**src/rtl/dtb_pkg.sv**
```systemverilog
// Shared Data Trace Buffer definitions: trace memory geometry and the
// trace session controller state encoding.
package dtb_pkg;

   localparam int unsigned TRB_DEPTH  = 16;
   localparam int unsigned TRB_ADDR_W = $clog2(TRB_DEPTH);

   typedef enum logic [2:0] {
      ST_IDLE,
      ST_PRETRIG,
      ST_POSTTRIG,
      ST_STREAM,
      ST_DONE
   } seq_state_t;

endpackage

```
**src/rtl/trb_addr_counter.sv**
```systemverilog
// Circular trace memory address counter with clear, increment and a sticky
// flag recording that the address has wrapped at least once.
module trb_addr_counter
   import dtb_pkg::*;
(
   input  logic                  i_clk,
   input  logic                  i_rst,
   input  logic                  i_clr,
   input  logic                  i_inc,
   output logic [TRB_ADDR_W-1:0] o_addr,
   output logic                  o_wrapped
);

   logic [TRB_ADDR_W-1:0] r_addr;
   logic                  r_wrapped;

   // Clear wins over increment so a new session always starts at word 0.
   always_ff @(posedge i_clk or posedge i_rst) begin
      if (i_rst) begin
         r_addr    <= '0;
         r_wrapped <= 1'b0;
      end else if (i_clr) begin
         r_addr    <= '0;
         r_wrapped <= 1'b0;
      end else if (i_inc) begin
         r_addr <= r_addr + TRB_ADDR_W'(1);
         if (r_addr == TRB_ADDR_W'(TRB_DEPTH - 1)) begin
            r_wrapped <= 1'b1;
         end
      end
   end

   assign o_addr    = r_addr;
   assign o_wrapped = r_wrapped;

endmodule

```
**src/rtl/trace_sequencer.sv**
```systemverilog
// Trace session controller: arms the Tracer, steps the circular buffer
// address on store/load pulses and ends the capture after the post-trigger count.
module trace_sequencer
   import dtb_pkg::*;
(
   input  logic                  FPGA_CLK_I,
   input  logic                  RST_I,
   input  logic                  ARM_I,
   input  logic                  STOP_I,
   input  logic                  MODE_I,
   input  logic [TRB_ADDR_W-1:0] DELAY_I,
   input  logic                  TRG_EVENT_I,
   input  logic                  STORE_I,
   input  logic                  LOAD_I,
   output logic                  EN_O,
   output logic                  MODE_O,
   output logic                  TRG_DELAYED_O,
   output logic [TRB_ADDR_W-1:0] ADDR_O,
   output logic                  WE_O,
   output logic [TRB_ADDR_W-1:0] TRG_ADDR_O,
   output logic                  WRAPPED_O,
   output logic                  BUSY_O,
   output logic                  DONE_O
);

   seq_state_t            r_state;
   seq_state_t            w_state_nxt;
   logic                  r_busy;
   logic                  r_done;
   logic                  r_mode;
   logic                  r_delayed;
   logic [TRB_ADDR_W-1:0] r_trg_addr;
   logic [TRB_ADDR_W-1:0] r_cnt;
   logic [TRB_ADDR_W-1:0] w_addr;
   logic                  w_wrapped;
   logic                  w_arm;
   logic                  w_we;
   logic                  w_load;
   logic                  w_trig;
   logic                  w_dec;
   logic                  w_expire;

   always_ff @(posedge FPGA_CLK_I or posedge RST_I) begin
      if (RST_I) r_state <= ST_IDLE;
      else       r_state <= w_state_nxt;
   end

   // STOP_I outranks trigger/count/load, but a coincident store is still written.
   always_comb begin
      w_state_nxt = r_state;
      w_arm       = 1'b0;
      w_we        = 1'b0;
      w_load      = 1'b0;
      w_trig      = 1'b0;
      w_dec       = 1'b0;
      w_expire    = 1'b0;
      case (r_state)
         ST_IDLE, ST_DONE: begin
            if (ARM_I) begin
               w_arm       = 1'b1;
               w_state_nxt = MODE_I ? ST_STREAM : ST_PRETRIG;
            end
         end
         ST_PRETRIG: begin
            w_we = STORE_I;
            if (STOP_I) begin
               w_state_nxt = ST_DONE;
            end else if (TRG_EVENT_I) begin
               w_trig      = 1'b1;
               w_state_nxt = ST_POSTTRIG;
            end
         end
         ST_POSTTRIG: begin
            w_we = STORE_I;
            if (STOP_I) begin
               w_state_nxt = ST_DONE;
            end else if (STORE_I) begin
               if (r_cnt == '0) begin
                  w_expire    = 1'b1;
                  w_state_nxt = ST_DONE;
               end else begin
                  w_dec = 1'b1;
               end
            end
         end
         ST_STREAM: begin
            if (STOP_I) w_state_nxt = ST_DONE;
            else        w_load      = LOAD_I;
         end
         default: w_state_nxt = ST_IDLE;
      endcase
   end

   // Session flags follow the next state so they settle one cycle after the event.
   always_ff @(posedge FPGA_CLK_I or posedge RST_I) begin
      if (RST_I) begin
         r_busy     <= 1'b0;
         r_done     <= 1'b0;
         r_mode     <= 1'b0;
         r_delayed  <= 1'b0;
         r_trg_addr <= '0;
         r_cnt      <= '0;
      end else begin
         r_busy <= (w_state_nxt == ST_PRETRIG) || (w_state_nxt == ST_POSTTRIG) ||
                   (w_state_nxt == ST_STREAM);
         r_done <= (w_state_nxt == ST_DONE);
         if (w_arm) begin
            r_mode     <= MODE_I;
            r_delayed  <= 1'b0;
            r_trg_addr <= '0;
         end
         if (w_trig) begin
            r_trg_addr <= w_addr;
            r_cnt      <= DELAY_I;
         end else if (w_dec) begin
            r_cnt <= r_cnt - TRB_ADDR_W'(1);
         end
         if (w_expire) r_delayed <= 1'b1;
      end
   end

   trb_addr_counter u_addr_counter (
      .i_clk     (FPGA_CLK_I),
      .i_rst     (RST_I),
      .i_clr     (w_arm),
      .i_inc     (w_we | w_load),
      .o_addr    (w_addr),
      .o_wrapped (w_wrapped)
   );

   assign EN_O          = r_busy;
   assign BUSY_O        = r_busy;
   assign DONE_O        = r_done;
   assign MODE_O        = r_mode;
   assign TRG_DELAYED_O = r_delayed;
   assign TRG_ADDR_O    = r_trg_addr;
   assign ADDR_O        = w_addr;
   assign WRAPPED_O     = w_wrapped;
   assign WE_O          = w_we;

endmodule

```
**config.mk**
```make
export PLATFORM = sky130hd
export DESIGN_NAME = trace_sequencer
export DESIGN_NICKNAME = d
export VERILOG_FILES = /design/src/rtl/dtb_pkg.sv /design/src/rtl/trb_addr_counter.sv /design/src/rtl/trace_sequencer.sv
export SDC_FILE = /design/constraint.sdc
export NUM_CORES = 1
export LEC_CHECK = 0
export CORE_MARGIN = 2
export CORE_UTILIZATION = 45
export CTS_CLUSTER_SIZE = 24
export DETAILED_ROUTE_END_ITERATION = 6
export DONT_BUFFER_PORTS = 1
export HOLD_SLACK_MARGIN = 0.02
export PLACE_DENSITY = 0.7
export RECOVER_POWER = 25
export SYNTH_ARGS = -nofsm -noshare
export SYNTH_HDL_FRONTEND = slang
export SYNTH_HIERARCHICAL = 1
export SYNTH_SLANG_ARGS = --single-unit
```
**constraint.sdc**
```tcl
create_clock -name FPGA_CLK_I -period 2.38 [get_ports FPGA_CLK_I]
set_clock_uncertainty 0.05 [all_clocks]
set_input_delay 0.357 -clock FPGA_CLK_I [delete_from_list [all_inputs] [get_ports FPGA_CLK_I]]
set_output_delay 0.357 -clock FPGA_CLK_I [all_outputs]
set_load 0.03 [all_outputs]
```
==> key figures <==
Worst setup path
  – Cell with the largest stage delay on the worst path: sky130_fd_sc_hd__dfrtp_1
  – Worst-path fanout max: 11
  – Number of buffers and inverters on the critical path: 0
  – Delay of the slowest cell on the worst path: 0.58 ns
  – Endpoint class of the critical path: flip-flop
  – Arrival time of data at the critical path endpoint: 2.19 ns
  – List of cells traversed by the critical path: and3b_2, o21ai_0, a21oi_1, nand4_2, mux2_4
  – Critical Path Start Type: flip-flop
  – Critical path start-end classification: flip-flop to flip-flop
  – Critical path required time: 2.53 ns
  – Dominant delay contributor by cell family on the critical path: flip-flops

Placed design
  – Half-perimeter wire length after placement: 1530 um
  – Global placer's final weighted congestion: 0.815
  – Quantity of I/O buffers inserted on ports: 0

Global route
  – Maximum number of pins on one net before global-route repair: 16
  – Antenna violations before repair: 0
  – Overall Global Routing Usage: 16.8%
  – Vias in the first global route: 755
  – Gr ovfl total: 0
  – First-pass GRT wire length: 3290 um

Pwr
  – Leakage power: 0.000527 uW
  – Power per cell area: 1160 nW/um^2
  – Worst voltage drop across the vdd grid: 0.575 mV

Detailed routing
  – Post-Route WL: 2020 um
  – Wire per inst: 14.9 um
  – Vias per cell: 5.55
  – Number of remaining DRC errors: 0
  – DR iter-0 viols: 7
  – Pre-antenna DRT Iters: 4
  – Remaining antenna violation count after routing: 0
  – Count of vias placed by the detailed router: 755

Floorplan
  – Starting density of the core: 47.4%
  – Floorplan row count: 17
  – Die area: 2730 um^2
  – I/O pin count: 27
  – Die span in x: 52.3 um
  – Height of the die: 52.3 um
  – Core area: 2210 um^2

Synthesis
  – Netlist area before placement: 1050 um^2
  – Average cell area after synthesis: 9.71 um^2
  – Synth Register Bits: 20
  – Number of enable flip-flop cells after synthesis: 0
  – Sequential share of the synthesized area: 47.7%
  – Post-Syn Instances: 108
  – Syn_nets: 122
  – Yosys synthesis warning count: 6
  – Top FF cell, synth: sky130_fd_sc_hd__dfrtp_1
  – Number of distinct library cell variants in the gate-level netlist after synthesis: 35
  – Share of synthesized flip-flops with an asynchronous set or reset: 100%

Clocking
  – Clk Latency, worst-skew pair: 0.30 ns
  – Number of clock sinks: 20
  – Count of instances resized after the clock tree is built: 0
  – Max Root-Sink Buffers: 2
  – Cell at the root of the clock tree: sky130_fd_sc_hd__clkbuf_4
  – CTS tree: built
  – H-tree Lvls: 1
  – TritonCTS buffer count: 3
  – Clock-pin slew reported for the worst setup and hold paths after clock tree synthesis: 0.12 ns

Layout
  – Most common cell after layout, fill and taps aside: sky130_fd_sc_hd__dfrtp_1
  – Highest-count cells in the layout ignoring fill and taps: sky130_fd_sc_hd__dfrtp_1 (20), sky130_fd_sc_hd__nand2_1 (18), sky130_fd_sc_hd__nand3_1 (8), sky130_fd_sc_hd__nor2_1 (7), sky130_fd_sc_hd__a21oi_1 (6)
  – Fraction of final layout cells with drive strength greater than 1: 11.1%
  – Growth of design area from synthesis to finish: 4.53%
  – Final cell utilization of the core: 49.5%
  – Inserted Diodes: 0
  – Final Net Count: 123

STA
  – Clock period minus worst slack: 2.03 ns
  – Post-route clock period utilization: 85.4%
  – Slew HR: 60.1%
  – Worst Max-Slew Pin Slew: 0.598 ns
  – Max Slew Vio Count: 0
  – Unrepaired setup endpoints after global routing: false
  – Fin. Hold Viols: 0
  – FMAX: 0.492 GHz
  – Number of failing setup endpoints in the final timing report: 0
  – Final TNS setup: 0 ns

Run
  – Number of violations of the max-capacitance limit: 0

Outcome
  – Status: completed

Hold path
  – Path class of the lowest-slack min-delay path: input pin to flip-flop
-- flip-flops by register name (all words and copies together), names as in the netlist --
register and count:
TRG_DELAYED_O 1, r_cnt 4, TRG_ADDR_O 4, BUSY_O 1, u_addr_counter/o_wrapped 1, MODE_O 1, r_state 3, DONE_O 1
u_addr_counter/o_addr 4
-- per-stage QoR --
stage	total power, uW	std cells	cell area [um^2]	setup WS (ns)	hold slack, ns
after floorplan	1020	108	1050	0.560	0.0855
after global placement	1050	131	1050	0.475	0.112
after detailed placement	1070	131	1050	0.363	0.112
after CTS	1270	136	1100	0.345	0.0801
after global routing	1350	136	1100	0.232	0.0651
final	1270	136	1100	0.348	0.0793
-- cells in the mapped netlist (2+ instances only) --
library cell / count / share of area [%]
sky130_fd_sc_hd__ha_1: 2 / 2.4
sky130_fd_sc_hd__nor2b_1: 2 / 1.2
sky130_fd_sc_hd__buf_4: 2 / 1.4
sky130_fd_sc_hd__nand3b_1: 4 / 2.9
sky130_fd_sc_hd__buf_2: 3 / 1.4
sky130_fd_sc_hd__inv_1: 5 / 1.8
sky130_fd_sc_hd__a21oi_1: 6 / 2.9
sky130_fd_sc_hd__xnor2_1: 3 / 2.5
sky130_fd_sc_hd__nor3b_1: 2 / 1.4
sky130_fd_sc_hd__nand3_1: 8 / 3.8
sky130_fd_sc_hd__o21ai_0: 5 / 2.4
sky130_fd_sc_hd__dfrtp_1: 20 / 48
sky130_fd_sc_hd__nand2_1: 18 / 6.4
sky130_fd_sc_hd__nor2_1: 7 / 2.5
-- where the power goes --
group,internal [uW],switching [uW]
Clock,93.2,108
Sequential,439,253
Combinational,165,208
-- path summary, 6_finish.rpt --
kind	start	to	slack [ns]	depth (start not counted)
worst max-delay path	r_state[0]	u_addr_counter/o_addr[3]	0.35	5
worst min-delay path	STOP_I	BUSY_O	0.08	1
worst max register to register	r_state[0]	u_addr_counter/o_addr[3]	0.35	5
worst min register to register	r_cnt[1]	r_cnt[1]	0.52	2
max in group asynchronous	RST_I	r_cnt[3]	1.39	2
min in group asynchronous	RST_I	u_addr_counter/o_wrapped	0.36	2
-- routing by layer --
metal / share of wire (%) / routed length, um / vias up / GRT usage (%)
met5: 0 / 0 / - / 0
met4: 1.3 / 26 / 0 / 8.97
met3: 6.8 / 137 / 2 / 5.71
met2: 51 / 1020 / 23 / 27.0
met1: 41 / 833 / 362 / 19.6
li1: - / - / 368 / -
-- repair_timing --
item | CTS | global route
endpoints found under the hold margin | 20 | 0
setup buffers | 0 | 0
hold buffers | 1 | 0
-- logic make-up (layout without fill, tap and decap cells) --
logic type / count (synthesis) / after routing / share of synthesized area (%)
buffers and inverters: 11 / 11 / 5.73
xor gates and xnor gates: 4 / 4 / 3.34
muxes: 2 / 2 / 2.39
adders and majority gates: 2 / 2 / 2.39
DFF: 20 / 20 / 47.7
and+or+nand+nor: 51 / 51 / 27.7
AOI/OAI and AO/OA: 18 / 18 / 10.7
-- cell type report --
cell class              count  area (um^2)
well taps                  28         35.0
clock buffers               4         36.3
fillers                   223         1120
flip-flops and latches     20          500
repair buffers              2         17.5
multi-input cells          77          488
inverters                   5         18.8
(Power assumes the default switching activity.)
